[src/rtl/alu_serial.sv]
//==============================================================================
// Module   : alu_serial
// Brief    : Digit-serial six-op ALU (pass B/add/sub/AND/OR/XOR), one SLICE-bit
//            slice per cycle, with zero/negative/overflow/carry flags.
//            Optional macro ALU_SERIAL_EARLY_LOGIC_EN: non-arithmetic ops finish
//            in the accepting cycle and skip the serial pass.
// Revision : 1.0 - initial release
//==============================================================================
`default_nettype none

module alu_serial #(
    parameter int WIDTH = 64,
    parameter int SLICE = 4
) (
    input  logic             clk,
    input  logic             reset,
    input  logic             in_valid,
    output logic             in_ready,
    input  logic [WIDTH-1:0] A,
    input  logic [WIDTH-1:0] B,
    input  logic [2:0]       ctrl,
    output logic             out_valid,
    input  logic             out_ready,
    output logic [WIDTH-1:0] result,
    output logic             zero,
    output logic             negative,
    output logic             overflow,
    output logic             carryOut
);

    localparam int c_N  = WIDTH / SLICE;
    localparam int c_KW = (c_N > 1) ? $clog2(c_N) : 1;
    localparam int c_IW = (WIDTH > 1) ? $clog2(WIDTH) : 1;

    localparam logic [1:0] c_IDLE = 2'd0;
    localparam logic [1:0] c_BUSY = 2'd1;
    localparam logic [1:0] c_DONE = 2'd2;

    localparam logic [2:0] c_OP_PASSB = 3'b000;
    localparam logic [2:0] c_OP_ADD   = 3'b010;
    localparam logic [2:0] c_OP_SUB   = 3'b011;
    localparam logic [2:0] c_OP_AND   = 3'b100;
    localparam logic [2:0] c_OP_OR    = 3'b101;
    localparam logic [2:0] c_OP_XOR   = 3'b110;

    generate
        if ((SLICE < 1) || (WIDTH % SLICE != 0)) begin : g_bad_slice
            $error("alu_serial: WIDTH must be a positive multiple of SLICE");
        end
    endgenerate

    logic [1:0]       r_state;
    logic [WIDTH-1:0] r_a;
    logic [WIDTH-1:0] r_b;
    logic [2:0]       r_ctrl;
    logic [c_KW-1:0]  r_k;
    logic             r_carry;
    logic [WIDTH-1:0] r_result;
    logic             r_zero;
    logic             r_negative;
    logic             r_overflow;
    logic             r_carryOut;
    logic             r_outValid;

    logic [c_IW-1:0]  w_base;
    logic [SLICE-1:0] w_aSl;
    logic [SLICE-1:0] w_bSl;
    logic [SLICE-1:0] w_bEff;
    logic [SLICE:0]   w_sum;
    logic [SLICE-1:0] w_slice;
    logic             w_msbCin;
    logic             w_isArith;
    logic             w_isArithIn;
    logic             w_lastSlice;
    logic [WIDTH-1:0] w_nextResult;

    assign w_isArith   = (r_ctrl == c_OP_ADD) || (r_ctrl == c_OP_SUB);
    assign w_isArithIn = (ctrl == c_OP_ADD) || (ctrl == c_OP_SUB);
    assign w_lastSlice = (r_k == c_KW'(c_N - 1));
    assign w_base      = c_IW'(r_k) * c_IW'(SLICE);
    assign w_aSl       = r_a[w_base +: SLICE];
    assign w_bSl       = r_b[w_base +: SLICE];

    // Subtraction is A + ~B with the carry register preloaded to 1.
    always_comb begin
        w_bEff       = (r_ctrl == c_OP_SUB) ? ~w_bSl : w_bSl;
        w_sum        = {1'b0, w_aSl} + {1'b0, w_bEff} + {{SLICE{1'b0}}, r_carry};
        w_msbCin     = w_aSl[SLICE-1] ^ w_bEff[SLICE-1] ^ w_sum[SLICE-1];
        w_slice      = '0;
        case (r_ctrl)
            c_OP_PASSB:       w_slice = w_bSl;
            c_OP_ADD,
            c_OP_SUB:         w_slice = w_sum[SLICE-1:0];
            c_OP_AND:         w_slice = w_aSl & w_bSl;
            c_OP_OR:          w_slice = w_aSl | w_bSl;
            c_OP_XOR:         w_slice = w_aSl ^ w_bSl;
            default:          w_slice = '0;
        endcase
        w_nextResult                   = r_result;
        w_nextResult[w_base +: SLICE]  = w_slice;
    end

`ifdef ALU_SERIAL_EARLY_LOGIC_EN
    logic [WIDTH-1:0] w_fullLogic;

    always_comb begin
        w_fullLogic = '0;
        case (ctrl)
            c_OP_PASSB: w_fullLogic = B;
            c_OP_AND:   w_fullLogic = A & B;
            c_OP_OR:    w_fullLogic = A | B;
            c_OP_XOR:   w_fullLogic = A ^ B;
            default:    w_fullLogic = '0;
        endcase
    end
`endif

    always_ff @(posedge clk) begin
        if (reset) begin
            r_state    <= c_IDLE;
            r_a        <= '0;
            r_b        <= '0;
            r_ctrl     <= '0;
            r_k        <= '0;
            r_carry    <= 1'b0;
            r_result   <= '0;
            r_zero     <= 1'b0;
            r_negative <= 1'b0;
            r_overflow <= 1'b0;
            r_carryOut <= 1'b0;
            r_outValid <= 1'b0;
        end else begin
            case (r_state)
                c_IDLE: begin
                    if (in_valid) begin
                        r_a        <= A;
                        r_b        <= B;
                        r_ctrl     <= ctrl;
                        r_k        <= '0;
                        r_carry    <= w_isArithIn & ctrl[0];
                        r_zero     <= 1'b0;
                        r_negative <= 1'b0;
                        r_overflow <= 1'b0;
                        r_carryOut <= 1'b0;
`ifdef ALU_SERIAL_EARLY_LOGIC_EN
                        if (!w_isArithIn) begin
                            r_result   <= w_fullLogic;
                            r_zero     <= (w_fullLogic == '0);
                            r_negative <= w_fullLogic[WIDTH-1];
                            r_outValid <= 1'b1;
                            r_state    <= c_DONE;
                        end else begin
                            r_state    <= c_BUSY;
                        end
`else
                        r_state    <= c_BUSY;
`endif
                    end
                end
                c_BUSY: begin
                    r_result <= w_nextResult;
                    r_carry  <= w_sum[SLICE];
                    if (w_lastSlice) begin
                        r_zero     <= (w_nextResult == '0);
                        r_negative <= w_nextResult[WIDTH-1];
                        r_carryOut <= w_isArith & w_sum[SLICE];
                        r_overflow <= w_isArith & (w_msbCin ^ w_sum[SLICE]);
                        r_outValid <= 1'b1;
                        r_state    <= c_DONE;
                    end else begin
                        r_k <= r_k + c_KW'(1);
                    end
                end
                c_DONE: begin
                    if (out_ready) begin
                        r_outValid <= 1'b0;
                        r_state    <= c_IDLE;
                    end
                end
                default: r_state <= c_IDLE;
            endcase
        end
    end

    assign in_ready  = (r_state == c_IDLE) && !reset;
    assign out_valid = r_outValid;
    assign result    = r_result;
    assign zero      = r_zero;
    assign negative  = r_negative;
    assign overflow  = r_overflow;
    assign carryOut  = r_carryOut;

endmodule

`default_nettype wire

[config.mk]
export PLATFORM = sky130hd
export DESIGN_NAME = alu_serial
export DESIGN_NICKNAME = d
export VERILOG_FILES = /design/src/rtl/alu_serial.sv
export SDC_FILE = /design/constraint.sdc
export NUM_CORES = 1
export LEC_CHECK = 0
export BUFFER_PORTS_ARGS = -buffer_cell sky130_fd_sc_hd__clkbuf_2
export CAP_MARGIN = 20
export CORE_MARGIN = 4
export CORE_UTILIZATION = 50
export DETAILED_ROUTE_END_ITERATION = 7
export GPL_TIMING_DRIVEN = 0
export PLACE_DENSITY_LB_ADDON = 0.12
export SLEW_MARGIN = 15
export SYNTH_ARGS = -nofsm -noshare
export SYNTH_HDL_FRONTEND = slang
export SYNTH_SLANG_ARGS = --single-unit
[constraint.sdc]
create_clock -name clk -period 4 [get_ports clk]
set_input_delay 0.8 -clock clk [delete_from_list [all_inputs] [get_ports clk]]
set_output_delay 0.8 -clock clk [all_outputs]
set_load 0.01 [all_outputs]
==> reports/metrics.csv, run 1 <==
stage,metric,value,unit
clocking,Clock Sink Count,207,
critical_path,critical path arrival,4.33,ns
layout,Final #Nets,1571,
critical_path,max incr delay on CP,0.53,ns
clocking,Clock Latency Late Sink,0.52,ns
layout,# diodes,0,
sta,max-slew violations,0,
die,Row Count,50,
sta,RSZ-0062 raised after global routing,true,
drt,Avg Vias per Cell,5.54,
synth,sequential share of the synthesized area,43.2,%
sta,min cycle time layout,3.93,ns
synth,"Primary FF master, synth",dfxtp_1,
critical_path,"Critical Path, Cell by Cell",buf_6 -> buf_4 -> mux4_2 -> mux2i_2 -> o22ai_2 -> xnor2_1 -> ha_1 -> and3b_1 -> or4_1 -> nand3_1 -> a21oi_4 -> and3_1 -> o22ai_1 -> nor4b_2 -> a32o_2,
clocking,CTS tree,built,
die,Die X,147,um
synth,"Async S/R FF share, synth",0,%
synth,post-synthesis cell type count,65,
critical_path,Startpoint Class,register,
drt,drt drc,0,
placed_design,dpl cells,1613,
drt,Routed Wire Length,29000,um
synth,synth warn,0,
clocking,total CTS buffers,23,
critical_path,Crit path max-delay family,simple AND/OR/NAND/NOR gates,
placed_design,pre-CTS setup slack,-0.773,ns
placed_design,Final HPWL DP,21500,um
drt,vias after detailed routing,9246,
synth,leading area contributor after synthesis,dfxtp_1,
grt,gr usage total,26.0,%
sta,Final setup viols,0,
die,Die Ht,147,um
clocking,worst-case clock buffer depth,3,
synth,Synth Register Bits,207,
sta,period utilization,98.3,%
sta,Hold WS,0.451,ns
die,starting density of the core,51.2,%
placed_design,placed cell areas,10900,um^2
clocking,clk slew on worst S/H paths,0.06,ns
sta,Slew @ Worst Pin,0.879,ns
critical_path,Worst Path Buf+Inv,2,
synth,Syn Nets,1325,
layout,proportion of layout cells with a drive suffix above 1,23.4,%
power_and_ir_drop,Final Power,0.00488,W
layout,final instance area,12100,um^2
critical_path,CP max FO,10,
grt,largest net degree at the start of global routing,13,
grt,antenna violations before repair,0,
synth,top post-synthesis cells by area,"dfxtp_1, nand2_1, a21oi_1",
power_and_ir_drop,Max VDD drop,0.311,mV
synth,Post-synth EDFFs,0,
die,Core Region,18800,um^2
drt,antenna-violating nets left,0,
critical_path,critical path endpoint category,register,
grt,gr ovfl total,0,
placed_design,GPL Wtd Cong,0.923,
clocking,Root Buffer,clkbuf_16,
critical_path,critical path data required time,4.40,ns
sta,Final Hold Viols,0,
synth,Syn Area/Cell,8.17,um^2
sta,clock skew,0.0210,ns
layout,Non-Filler Instances,1669,
sta,slack of the critical path,0.0675,ns
drt,DRC violation total after the first TritonRoute iteration,565,
min_path,HP Class,reg -> reg,
layout,Area Overhead vs Synth,25.6,%
synth,top cell type's share of synthesized area,43.2,%
drt,drt pass-1 iters,5,
sta,fmax,254,MHz
drt,average wire per standard cell,17.4,um
power_and_ir_drop,PD cells,405,nW/um^2
clocking,H-tree depth,1,
grt,global-route wire length before repair,45700,um
status,outcome,completed,
critical_path,kind of critical path,reg -> reg,
placed_design,PortBufs,204,
sta,slew margin rel.,41.2,%
run,Max Cap Viol,0,
die,I/O pin cnt,205,
synth,Synth Instances,1175,
power_and_ir_drop,leak pwr,4.80,nW
grt,vias in the first global route,8960,
critical_path,slowest CP cell,mux4_2,
die,die area,21500,um^2
synth,Synth Cell Area,9600,um^2
-- logic make-up (layout without fill, tap and decap cells) --
| logic type | Yosys count | count (layout) | share of synthesized area (%) |
|---|---|---|---|
| AOI/OAI and AO/OA | 299 | 299 | 19.4 |
| buffers and inverters | 111 | 371 | 4.82 |
| and+or+nand+nor | 482 | 482 | 21.0 |
| xor gates and xnor gates | 10 | 10 | 0.912 |
| muxes | 51 | 51 | 8.63 |
| adders and majority gates | 15 | 15 | 2.11 |
| DFF | 207 | 207 | 43.2 |
-- power by group --
| part | internal (W) | leakage [nW] | total, W | switching, W |
|---|---|---|---|---|
| combinational | 0.000266 | 2.75 | 0.000662 | 0.000397 |
| sequential | 0.00215 | 1.69 | 0.00219 | 0.0000441 |
| clock | 0.00120 | 0.351 | 0.00203 | 0.000833 |
| total | 0.00361 | 4.80 | 0.00488 | 0.00127 |
-- state kept, by name, summed over array words and instances (netlist names) --
name       flops
carryOut       1
negative       1
out_valid      1
overflow       1
r_a           64
r_b           64
r_carry        1
r_ctrl         3
r_k            4
r_state        2
result        64
zero           1
-- stage by stage --
| step | utilization (%) | setup TNS (ns) |
|---|---|---|
| after CTS | 63.6 | 0 |
| after floorplan | - | 0 |
| after global placement | 58.2 | -17.00 |
| final | 64.3 | 0 |
| after global routing | 64.3 | -0.0865 |
| after detailed placement | 58.2 | -18.03 |
-- synth_stat cells (4+ instances only) --
cell type	number
dfxtp_1	207
a31oi_1	6
nor3_1	17
nor3b_1	4
xnor2_1	7
o21ai_0	20
nor2b_1	13
a2111oi_0	7
ha_1	13
o22ai_1	8
clkbuf_1	67
nand3_1	11
inv_1	18
a21oi_1	147
buf_4	5
buf_2	10
o21a_1	4
o211ai_1	5
mux4_2	21
nand2_1	277
o31ai_1	4
a22oi_1	5
nor4_1	8
or3_1	4
a221oi_1	6
buf_1	8
nand2b_1	7
mux2i_1	25
nor2_1	123
a211oi_1	66
-- final timing paths --
path,start,to,slack (ns),cells past startpoint
setup reg to reg,r_k[1],zero,0.07,15
setup / recovery,r_k[1],zero,0.07,15
hold / removal,r_a[52],r_a[52],0.45,2
hold reg to reg,r_a[52],r_a[52],0.45,2
-- worst reg2reg max path: stages, from the launching register on --
cell	delay [ns]
dfxtp_2	0.34
buf_6	0.13
buf_4	0.19
mux4_2	0.54
mux2i_2	0.22
o22ai_2	0.18
xnor2_1	0.17
ha_1	0.35
and3b_1	0.23
or4_1	0.47
nand3_1	0.14
a21oi_4	0.10
and3_1	0.25
o22ai_1	0.20
nor4b_2	0.07
a32o_2	0.26
-- cell type report --
class                           instances  area (um^2)
Tap cell                              234          293
Sequential cell                       207         4150
Timing Repair Buffer                  223         1190
Clock buffer                           34          657
Multi-Input combinational cell        857         5140
Buffer                                 90          504
Clock inverter                          5         57.6
Fill cell                            1696         6710
Inverter                               19         75.1
-- per-layer routing --
metal	vias up	GRT usage [%]	part of all wire (%)	routed length (um)
met5	-	0	0	0
met1	4229	34.2	42	12300
met4	0	8.70	3.4	990
li1	4597	-	-	-
met3	68	3.72	6.5	1870
met2	352	44.2	48	13900
-- timing repair --
item                                    in CTS  in global routing
hold buffers                                 0                  0
setup buffers                               13                  6
endpoints found under the setup margin      48                 36
resized for setup                           46                 21
pin swaps                                    1                  4
-- placed cells by master, fill, tap and decap left out, drive strengths merged, types with 5 or more instances in the layout --
| cell type | n |
|---|---|
| clkbuf | 303 |
| nand2 | 277 |
| dfxtp | 207 |
| a21oi | 149 |
| nor2 | 123 |
| a211oi | 66 |
| buf | 44 |
| mux2i | 25 |
| mux4 | 24 |
| o21ai | 20 |
| inv | 20 |
| nor3 | 17 |
| ha | 13 |
| nor2b | 13 |
| nand3 | 12 |
| o22ai | 9 |
| nor4 | 8 |
| xnor2 | 7 |
| nand2b | 7 |
| a2111oi | 7 |
| a31oi | 6 |
| a221oi | 6 |
| o211ai | 5 |
| a22oi | 5 |
No activity file was read; power rests on OpenSTA's default activity.
==> inputs of run 2 (changes only) <==
--- a/config.mk
+++ b/config.mk
@@ -12,6 +12,7 @@
 export DETAILED_ROUTE_END_ITERATION = 7
 export GPL_TIMING_DRIVEN = 0
 export PLACE_DENSITY_LB_ADDON = 0.12
+export REMOVE_ABC_BUFFERS = 1
 export SLEW_MARGIN = 15
 export SYNTH_ARGS = -nofsm -noshare
 export SYNTH_HDL_FRONTEND = slang
==> reports/metrics.csv, run 2 (synthesis gave the netlist of run 1 again) <==
stage,metric,value,unit,change
layout,# diodes,0,,unchanged
layout,proportion of layout cells with a drive suffix above 1,23.3,%,was 23.4%
placed_design,Final HPWL DP,17100,um,was 21500 um
grt,gr ovfl total,0,,unchanged
critical_path,Worst Path Buf+Inv,3,,was 2
power_and_ir_drop,Net Sw Frac,24.7,%,was 26.1%
die,Core Region,18800,um^2,unchanged
sta,max-slew violations,0,,unchanged
layout,"most common cell after layout, fill and taps aside",nand2_1,,unchanged
critical_path,Startpoint Class,register,,unchanged
clocking,CTS tree,built,,unchanged
sta,Final setup viols,0,,unchanged
power_and_ir_drop,clock network power share,42.2,%,was 41.6%
sta,Post-Route Setup TNS,0,ns,unchanged
grt,global-route wire length before repair,41900,um,was 45700 um
critical_path,most frequent CP cell,o22ai_2,,
status,outcome,completed,,unchanged
clocking,total CTS buffers,22,,was 23
placed_design,PortBufs,204,,unchanged
die,Die X,147,um,unchanged
die,starting density of the core,51.2,%,unchanged
critical_path,Crit path max-delay family,simple AND/OR/NAND/NOR gates,,unchanged
drt,Avg Vias per Cell,5.57,,was 5.54
drt,drt drc,0,,unchanged
power_and_ir_drop,Flop pwr share,44.9,%,was 44.8%
clocking,Clock Latency Late Sink,0.50,ns,was 0.52 ns
sta,slack of the critical path,0.0451,ns,was 0.0675 ns
layout,Area Overhead vs Synth,23.2,%,was 25.6%
critical_path,kind of critical path,reg -> reg,,unchanged
grt,met1 Usage GRT,33.4,%,was 34.2%
layout,Final #Nets,1488,,was 1571
placed_design,GPL Wtd Cong,0.843,,was 0.923
drt,antenna-violating nets left,0,,unchanged
clocking,CTS Hold Buffers Added,0,,unchanged
sta,Slew @ Worst Pin,0.956,ns,was 0.879 ns
die,Row Count,50,,unchanged
sta,Final Hold Viols,0,,unchanged
grt,GRT busiest layer,met2,,unchanged
placed_design,pre-CTS setup slack,-1.21,ns,was -0.773 ns
clocking,Root Buffer,clkbuf_16,,unchanged
layout,Non-Filler Instances,1585,,was 1669
drt,vias after detailed routing,8835,,was 9246
clocking,Clock Sink Count,207,,unchanged
grt,largest net degree at the start of global routing,119,,was 13
critical_path,CP max FO,13,,was 10
critical_path,critical path arrival,4.35,ns,was 4.33 ns
run,Max Cap Viol,0,,unchanged
grt,vias in the first global route,8228,,was 8960
drt,average wire per standard cell,16.4,um,was 17.4 um
placed_design,dpl cells,1531,,was 1613
drt,DRC violation total after the first TritonRoute iteration,678,,was 565
clocking,worst-case clock buffer depth,3,,unchanged
critical_path,slowest CP cell,mux4_2,,unchanged
drt,Routed Wire Length,26100,um,was 29000 um
sta,fmax,253,MHz,was 254 MHz
critical_path,"Critical Path, Cell by Cell",buf_4 -> bufbuf_16 -> mux4_2 -> mux2i_2 -> o22ai_2 -> xnor2_1 -> ha_1 -> inv_1 -> or4_1 -> nand3_1 -> a21oi_4 -> and3_1 -> o22ai_2 -> nor4b_4 -> a32o_2,,was buf_6 -> buf_4 -> mux4_2 -> mux2i_2 -> o22ai_2 -> xnor2_1 -> ha_1 -> and3b_1 -> or4_1 -> nand3_1 -> a21oi_4 -> and3_1 -> o22ai_1 -> nor4b_2 -> a32o_2
sta,min cycle time layout,3.95,ns,was 3.93 ns
die,Die Ht,147,um,unchanged
sta,slew margin rel.,36.2,%,was 41.2%
power_and_ir_drop,P_int,0.00368,W,was 0.00361 W
clocking,clk slew on worst S/H paths,0.06,ns,about the same
power_and_ir_drop,leak pwr,4.72,nW,was 4.80 nW
critical_path,max incr delay on CP,0.52,ns,was 0.53 ns
min_path,HP Class,reg -> reg,,unchanged
critical_path,critical path data required time,4.39,ns,was 4.40 ns
critical_path,critical path endpoint category,register,,unchanged
sta,period utilization,98.9,%,was 98.3%
power_and_ir_drop,Comb power frac,12.9,%,was 13.6%
grt,gr usage total,23.2,%,was 26.0%
layout,most frequent cells in the layout,"nand2_1, clkbuf_2, dfxtp_1",,unchanged
die,I/O pin cnt,205,,unchanged
critical_path,"setup slack, reg-to-reg",0.05,ns,was 0.07 ns
power_and_ir_drop,Sw Pwr,0.00121,W,was 0.00127 W
die,die area,21500,um^2,unchanged
power_and_ir_drop,PD cells,413,nW/um^2,was 405 nW/um^2
power_and_ir_drop,Max VDD drop,0.310,mV,was 0.311 mV
sta,clock skew,0.0130,ns,was 0.0210 ns
clocking,H-tree depth,1,,unchanged
grt,met2 Resource Use GR,37.2,%,was 44.2%
grt,met3 usage,3.69,%,was 3.72%
grt,antenna violations before repair,0,,unchanged
drt,drt pass-1 iters,5,,unchanged
sta,RSZ-0062 raised after global routing,true,,unchanged
[run 2: worst register-to-register path: stages, from the launching register on]
cell and delay, ns:
dfxtp_4 0.36, buf_4 0.22, bufbuf_16 0.33, mux4_2 0.52, mux2i_2 0.19, o22ai_2 0.18
xnor2_1 0.19, ha_1 0.29, inv_1 0.06, or4_1 0.52, nand3_1 0.14, a21oi_4 0.06
and3_1 0.20, o22ai_2 0.23, nor4b_4 0.08, a32o_2 0.26
[run 2: layout make-up]
type	instances	area, um^2
multi-input cells	857	5100
clock buffers	32	659
repair buffers	231	1470
inverters	19	80.1
clock inverters	5	75.1
fillers	1684	6930
well taps	234	293
flip-flops and latches	207	4160
[run 2: final timing paths]
path,startpoint,depth (start not counted),to
worst max-delay path,r_k[1],15,zero
worst min-delay path,r_b[32],2,r_b[32]
worst min register to register,r_b[32],2,r_b[32]
worst max register to register,r_k[1],15,zero
[run 2: per-stage QoR]
| step | utilization, % | cell area [um^2] | hold WS, ns | total power (W) |
|---|---|---|---|---|
| after floorplan | - | 9210 | 0.425 | 0.00257 |
| after CTS | 62.7 | 11800 | 0.451 | 0.00492 |
| after detailed placement | 57.5 | 10800 | 0.443 | 0.00282 |
| after global routing | 63.1 | 11800 | 0.467 | 0.00508 |
| after global placement | 56.1 | 10500 | 0.437 | 0.00280 |
| final | 63.1 | 11800 | 0.447 | 0.00489 |
[run 2: layer usage]
layer | vias up | share of wire (%)
met1 | 4096 | 46
met3 | 36 | 6.0
met4 | 0 | 1.9
li1 | 4430 | -
met2 | 273 | 46
met5 | - | 0
[run 2: repair_timing]
action | in CTS | in global routing
endpoints found under the setup margin | 47 | 3
buffers inserted | 10 | 4
cloned | 3 | 0
pin swaps | 1 | 1
resized for setup | 19 | 6
[run 2: power groups by stage]
stage / clock, W / sequential (W) / combinational, W
final: 0.00206 / 0.00219 / 0.000633
after global placement: 0 / 0.00226 / 0.000545
after floorplan: 0 / 0.00224 / 0.000334
after CTS: 0.00210 / 0.00219 / 0.000628
after global routing: 0.00218 / 0.00220 / 0.000699
after detailed placement: 0 / 0.00224 / 0.000578
